**src/rtl/apb_seq_pkg.sv**
```systemverilog
// Shared types and constants for the two-requester APB sequencer.
package apb_seq_pkg;

    typedef enum logic [1:0] {
        IDLE   = 2'd0,
        SETUP  = 2'd1,
        ACCESS = 2'd2,
        DONE   = 2'd3
    } state_t;

    localparam int REQ_N = 2;
    // Holds TIMEOUT_CYCLES - 1 for the supported range 1..63.
    localparam int TO_W  = 6;

endpackage

```
**src/rtl/rr_arbiter_2.sv**
```systemverilog
// Two-way round-robin arbiter; last_grant = 1 means requester 0 wins the next tie.
module rr_arbiter_2
    import apb_seq_pkg::*;
(
    input  logic             pclk,
    input  logic             preset_n,
    input  logic [REQ_N-1:0] valid,
    input  logic             advance,
    output logic [REQ_N-1:0] grant
);

    logic last_grant;

    always_comb begin
        grant = valid;
        if (valid == '1) begin
            grant = last_grant ? 2'b01 : 2'b10;
        end
    end

    always_ff @(posedge pclk or negedge preset_n) begin
        if (!preset_n) begin
            last_grant <= 1'b1;
        end else if (advance && |valid) begin
            last_grant <= grant[1];
        end
    end

endmodule

```
**src/rtl/apb_req_sequencer.sv**
```systemverilog
// APB master sharing one register slave between two requesters, with per-access timeout.
//   state  | meaning
//   IDLE   | bus quiet, arbitrate and accept a command
//   SETUP  | psel high, command on the bus, load timeout counter
//   ACCESS | penable high, wait for pready or timeout
//   DONE   | bus released, rsp_valid pulse with latched result
module apb_req_sequencer
    import apb_seq_pkg::*;
#(
    parameter int TIMEOUT_CYCLES = 16,
    parameter int AW             = 8,
    parameter int DW             = 8
) (
    input  logic          pclk,
    input  logic          preset_n,
    input  logic          req0_valid,
    input  logic          req0_write,
    input  logic [AW-1:0] req0_addr,
    input  logic [DW-1:0] req0_wdata,
    output logic          req0_ready,
    input  logic          req1_valid,
    input  logic          req1_write,
    input  logic [AW-1:0] req1_addr,
    input  logic [DW-1:0] req1_wdata,
    output logic          req1_ready,
    output logic          rsp_valid,
    output logic          rsp_id,
    output logic [DW-1:0] rsp_rdata,
    output logic          rsp_err,
    output logic          rsp_timeout,
    output logic          psel,
    output logic          penable,
    output logic          pwrite,
    output logic [AW-1:0] select_reg,
    output logic [DW-1:0] pwdata,
    input  logic [DW-1:0] prdata,
    input  logic          pready,
    input  logic          psvlerr
);

    localparam logic [TO_W-1:0] TO_LOAD = TO_W'(TIMEOUT_CYCLES - 1);

    state_t           state;
    logic [TO_W-1:0]  to_cnt;
    logic             cur_id;
    logic [REQ_N-1:0] valid;
    logic [REQ_N-1:0] grant;
    logic             in_idle;

    assign valid   = {req1_valid, req0_valid};
    assign in_idle = (state == IDLE);

    rr_arbiter_2 u_arb (
        .pclk     (pclk),
        .preset_n (preset_n),
        .valid    (valid),
        .advance  (in_idle),
        .grant    (grant)
    );

    assign req0_ready = in_idle & grant[0];
    assign req1_ready = in_idle & grant[1];

    always_ff @(posedge pclk or negedge preset_n) begin
        if (!preset_n) begin
            state       <= IDLE;
            to_cnt      <= '0;
            cur_id      <= 1'b0;
            psel        <= 1'b0;
            penable     <= 1'b0;
            pwrite      <= 1'b0;
            select_reg  <= '0;
            pwdata      <= '0;
            rsp_valid   <= 1'b0;
            rsp_id      <= 1'b0;
            rsp_rdata   <= '0;
            rsp_err     <= 1'b0;
            rsp_timeout <= 1'b0;
        end else begin
            rsp_valid <= 1'b0;
            unique case (state)
                IDLE: begin
                    if (|valid) begin
                        cur_id     <= grant[1];
                        pwrite     <= grant[1] ? req1_write : req0_write;
                        select_reg <= grant[1] ? req1_addr  : req0_addr;
                        pwdata     <= grant[1] ? req1_wdata : req0_wdata;
                        psel       <= 1'b1;
                        state      <= SETUP;
                    end
                end
                SETUP: begin
                    penable <= 1'b1;
                    to_cnt  <= TO_LOAD;
                    state   <= ACCESS;
                end
                ACCESS: begin
                    if (pready) begin
                        psel        <= 1'b0;
                        penable     <= 1'b0;
                        rsp_valid   <= 1'b1;
                        rsp_id      <= cur_id;
                        rsp_rdata   <= pwrite ? '0 : prdata;
                        rsp_err     <= psvlerr;
                        rsp_timeout <= 1'b0;
                        state       <= DONE;
                    end else if (to_cnt == '0) begin
                        psel        <= 1'b0;
                        penable     <= 1'b0;
                        rsp_valid   <= 1'b1;
                        rsp_id      <= cur_id;
                        rsp_rdata   <= '0;
                        rsp_err     <= 1'b1;
                        rsp_timeout <= 1'b1;
                        state       <= DONE;
                    end else begin
                        to_cnt <= to_cnt - 1'b1;
                    end
                end
                DONE: begin
                    state <= IDLE;
                end
                default: begin
                    state <= IDLE;
                end
            endcase
        end
    end

endmodule

```
**config.mk**
```make
export PLATFORM = sky130hd
export DESIGN_NAME = apb_req_sequencer
export DESIGN_NICKNAME = d
export VERILOG_FILES = /design/src/rtl/apb_seq_pkg.sv /design/src/rtl/rr_arbiter_2.sv /design/src/rtl/apb_req_sequencer.sv
export SDC_FILE = /design/constraint.sdc
export NUM_CORES = 1
export LEC_CHECK = 0
export ABC_AREA = 1
export BUFFER_PORTS_ARGS = -buffer_cell sky130_fd_sc_hd__buf_2
export CORE_MARGIN = 8
export CORE_UTILIZATION = 43
export CTS_CLUSTER_DIAMETER = 30
export DETAILED_ROUTE_END_ITERATION = 8
export PLACE_DENSITY = 0.78
export SYNTH_ARGS = -nofsm -noshare
export SYNTH_HDL_FRONTEND = slang
export SYNTH_SLANG_ARGS = --single-unit
```
**constraint.sdc**
```tcl
create_clock -name pclk -period 1.4 [get_ports pclk]
set_clock_uncertainty 0.2 [all_clocks]
set_input_delay 0.14 -clock pclk [delete_from_list [all_inputs] [get_ports pclk]]
set_output_delay 0.14 -clock pclk [all_outputs]
set_load 0.01 [all_outputs]
```
# --- After elaboration in Yosys (flattened, before gate mapping) ---
# Cells that the tools add are included.
word_totals:
  out_inout_bits: 33
  inputBits: 48
  word_cells: 66
  regBits: 41
classes:
  n_eq_ne: 8
  n_bitwise: 2
  n_reduce_logical: 13
  addsub: 1
  n_mux: 28
op_table:
  columns: ["op", "n"]
  rows:
  - ["8-bit two-way mux", 5]
  - ["1-bit two-way mux", 12]
  - ["6-bit two-way mux", 2]
  - ["6-bit case mux with 2 select lines", 1]
  - ["2-bit two-way mux", 5]
  - ["2-bit case mux with 4 select lines", 1]
  - ["2-bit AND reduction", 4]
  - ["2-bit == test (second input constant)", 3]
  - ["6-bit zero test", 1]
  - ["3-bit AND reduction", 2]
  - ["2-bit nonzero test", 3]
  - ["6-bit by 1-bit subtractor with 6-bit output (second input constant)", 1]
  - ["2-bit != test (second input constant)", 2]
  - ["1-bit case mux with 2 select lines", 2]
  - ["3-bit != test (second input constant)", 1]
  - ["1-bit bitwise AND", 2]
  - ["2-bit by 1-bit == test with 1-bit output (second input constant)", 1]
  - ["2-bit zero test", 1]
  - ["2-bit by 1-bit != test with 1-bit output (second input constant)", 1]
  - ["2-bit OR reduction", 1]
  - ["1-bit logical AND", 1]

# --- Longest topological paths before layout ---
logic_depth:
  depth_word: 4
  mapped_depth: 8
  depth_no_buf: 8

# --- Cells and area by module ---
# A second synthesis with hierarchy kept.
unflattened:
  cells_unflattened: 244
  area_unflattened_um2: 1995.7
by_module_without_submodules:
  columns: ["module", "cells_per_inst", "seq_area_each_um2", "area_per_inst_um2", "n_inst"]
  rows:
  - ["apb_req_sequencer", 236, 1001.0, 1934.4, 1]
  - ["rr_arbiter_2", 8, 26.3, 61.3, 1]

# --- Least setup slack after synthesis ---
# OpenSTA, ideal clock, no wires.
synth_timing:
  kind: "reg-to-reg"
  from: "reg state[0]"
  to: "reg to_cnt[0]"
  setup_ns: 0.120
  required_time_ns: 1.080
  arrival_time_ns: 1.194
  path_stages_with_launch: 7
  path_buffers: 1
  slack_ns: -0.115
  cell_sequence: "dfrtp_1 inv_1 ha_1 buf_2 nand3_1 o21ai_0 nand2_1"
synth_between:
  elab_chain_len: 3
  word_cells_on_any_way: 7
  classes_between: "eq/ne (4); mux (1); reduce/logical (2)"
synth_rtl:
  columns: ["item", "line", "rtl"]
  rows:
  - ["from (decl)", "apb_req_sequencer.sv:43", "state_t state;"]
  - ["from (signal assigned)", "apb_req_sequencer.sv:66", "state <= IDLE;"]
  - ["from (signal assigned)", "apb_req_sequencer.sv:89", "state <= SETUP;"]
  - ["from (signal assigned)", "apb_req_sequencer.sv:95", "state <= ACCESS;"]
  - ["2-bit == test or 2-bit by 1-bit == test with 1-bit output (tied branches)", "apb_req_sequencer.sv:81", "unique case (state)"]
  - ["2-bit != test (no line) or 2-bit nonzero test (tied branches)", null, null]
  - ["3-bit AND reduction (no line)", null, null]
  - ["to (signal assigned)", "apb_req_sequencer.sv:117", "to_cnt <= to_cnt - 1'b1;"]
  - ["to (decl)", "apb_req_sequencer.sv:44", "logic [TO_W-1:0] to_cnt;"]
# Parallel ways exist; a longest one is shown, timed or not.
# A chain may end at the register's enable or synchronous reset.

# --- Worst setup path after layout ---
layout_timing:
  from: "reg state[1]"
  to: "out req1_ready"
layout_between:
  elab_chain_len: 2
layout_rtl:
  columns: ["item", "line", "rtl"]
  rows:
  - ["2-bit zero test", "apb_req_sequencer.sv:51", "assign in_idle = (state == IDLE);"]
  - ["1-bit bitwise AND", "apb_req_sequencer.sv:62", "assign req1_ready = in_idle & grant[1];"]
  - ["to (decl)", "apb_req_sequencer.sv:25", "output logic req1_ready,"]
# No other way between the ends.

==> results_dict.tcl <==
set metrics [dict create \
    setup_violations 42 \
    area_delta_synth_final_pct 75.45 \
    grt_pass1_vias 2255 \
    start_util_pct 43.46 \
    syn_avg_cell_area_sq_um 8.361 \
    grt_overflow 0 \
    cts_tree "done" \
    htreeDepth 2 \
    dp_slack_ps -151.7 \
    min_to "to_cnt[0]$_DFFE_PN0P_" \
    nFillCells 304 \
    r2r_slack_ps -170 \
    ios 81 \
    final-max-slew-violation-count 0 \
    dp_hpwl_microns 3946 \
    fp-row-count 25 \
    final.min_clock_period_ps 1603 \
    ys_warn_count 0 \
    p_leak_nw 1.785 \
    final.setup.tns_ps -4824 \
    min_path_type "input pin to register" \
    cts.sinks 41 \
    routed_wl_microns 6618 \
    hold_path_startpoint "pready" \
    chipHeight_microns 84.17 \
    r2r_end "rsp_rdata[5]$_DFFE_PN0P_" \
    antenna-diode-count 0 \
    mostFrequentLayoutCells "buf_2, nand2_1, dlygate4sd3_1, dfrtp_1, o21ai_1" \
    critPathArrivalTime_ps 1260 \
    synth_fp_nets 292 \
    violations "negative setup slack" \
    status "finished, violations left" \
    required_ps 1060 \
    antenna_found_initial 0 \
    power.total_w 0.006901 \
    layout_setup_ws_ps -203.2 \
    clk_pin_slew_worst_paths_ps 70 \
    cap_violations 0 \
    tightest_slew_ps 433.6 \
    drive_gt1_share_pct 42.51 \
    fp.dieW_microns 84.17 \
    fin_util_pct 76.24 \
    post-route-period-util_pct 114.5 \
    cp_max_fo 3 \
    drcViolationCount 0 \
    postRouteAntennaNets 0 \
    viasPerCell 4.764 \
    placed_cells 390 \
    rr_worst_depth 8 \
    final_common_cell "buf_2" \
    clk_path_buf_depth 2 \
    fin_cells 461 \
    seqCellArea_sq_mm 0.001027 \
    yosysUniqueCellTypes 23 \
    die_area_sq_mm 0.007085 \
    multi_input_area_sq_um 962.2 \
    wire_per_inst_microns 14.36 \
    start_kind "register" \
    fmax_ghz 0.6238 \
    rsz0062_at_grt "yes" \
    reg2reg_from "to_cnt[0]$_DFFE_PN0P_" \
    worstSetupPathType "register to output port" \
    root_buffer "clkbuf_8" \
    grt_max_degree 20 \
    vias 2196 \
    nets 459 \
    ys_ff_latch 41 \
    grt_first_pass_wirelength_microns 10530 \
    hold_viol 0 \
    core_area_sq_mm 0.004598 \
    endpoint_kind "output port" \
    max_slew_margin_pct 71.09 \
    power_density_mw_per_mm2 1969 \
    drt_iter0_drc 102 \
    peakVddDrop_mv 1.077 \
    drt_pass1_iterations 4 \
    cts_inserted_buffers 5 \
    min_path_cells 5 \
    port_buffers 80 \
    syn_inst 239 \
    gp_congestion 0.8096 \
    insertion_delay_ps 290 \
    yosysSeqAreaShare_pct 51.41 \
    syn_area_sq_mm 0.001998 \
    grtUsageTotal_pct 18.26 \
]
==> synthesized netlist by cell type <==
master | n | area, sq um
a211oi_1 | 1 | 7.510
a21oi_4 | 1 | 16.27
buf_2 | 2 | 10.01
buf_4 | 3 | 22.52
buf_6 | 2 | 22.52
dfrtp_1 | 40 | 1001
dfstp_2 | 1 | 26.28
ha_1 | 5 | 62.56
inv_1 | 14 | 52.55
inv_2 | 3 | 11.26
nand2_1 | 70 | 262.8
nand2_2 | 3 | 18.77
nand2_4 | 1 | 11.26
nand3_1 | 5 | 25.02
nand3_2 | 1 | 10.01
nand4_1 | 1 | 6.260
nor2_1 | 31 | 116.4
nor2_2 | 1 | 6.260
o21a_1 | 1 | 7.510
o21ai_0 | 29 | 145.1
o21ai_1 | 13 | 65.06
o21ai_2 | 9 | 78.83
or2_2 | 2 | 12.51
==> report_power, final <==
group	switching, W	internal [W]	total (W)
clock network	0.000404	0.000401	0.000804
logic	0.00207	0.00191	0.00398
registers	0.000343	0.00177	0.00212
total	0.00282	0.00409	0.00690
==> final cells by class <==
class,count,area share [%]
clock inverter,1,0.2141
multi-input combinational,174,27.44
inverter,17,2.106
timing repair inverter,2,0.3569
tap,54,1.927
sequential,41,29.30
clock buffer,7,2.463
timing repair buffer,165,36.19
==> metal layers <==
layer / global-route usage (%) / wire length (microns) / part of all wire [%]
met5: 0 / 0 / 0
met4: 8.006 / 153 / 2.3
met3: 7.067 / 490 / 7.4
met2: 31.75 / 3518 / 53
met1: 18.93 / 2455 / 37
==> through the flow <==
step,area (sq um),hold WS [ps]
final,3506,88.01
after floorplan,2032,-355.6
after CTS,3435,92.12
after global placement,2665,-105.4
after global routing,3506,122.2
after detailed placement,2665,-97.25
==> critical path, cell delays in order, from the launching register on <==
cell and delay [ps]:
dfrtp_1 400, inv_2 90, ha_4 150, inv_4 40
nor2_2 130, buf_2 160
==> how the worst max path moves through the flow <==
stage                                     from                   endpoint  slack (ps)  cells after the start
after floorplan           state[0]$_DFFE_PN0P_      to_cnt[0]$_DFFE_PN0P_         -20                      6
after global placement    state[0]$_DFFE_PN0P_      to_cnt[2]$_DFFE_PN0P_        -100                      7
after detailed placement  state[1]$_DFFE_PN0P_  select_reg[1]$_DFFE_PN0P_        -150                      6
after CTS                 state[1]$_DFFE_PN0P_                 req0_ready        -190                      5
after global routing      state[1]$_DFFE_PN0P_                 req1_ready        -260                      5
final                     state[1]$_DFFE_PN0P_                 req1_ready        -200                      5
==> logic make-up (layout without fill, tap and decap cells) <==
logic type | Yosys count | after routing | share of synthesized area [%]
simple gates | 115 | 115 | 23.48
compound gates | 54 | 54 | 16.03
flops | 41 | 41 | 51.41
buf+inv | 24 | 192 | 5.948
fa+ha+maj | 5 | 5 | 3.131
==> what timing repair did <==
| item | in CTS | in global routing |
|---|---|---|
| buffers inserted | 10 | 4 |
| hold buffers | 45 | 0 |
| gates cloned | 2 | 2 |
| setup endpoints to repair | 41 | 43 |
| pin swaps | 5 | 10 |
| gates resized for setup | 46 | 17 |
| endpoints found under the hold margin | 68 | 0 |
(Power assumes the default switching activity.)
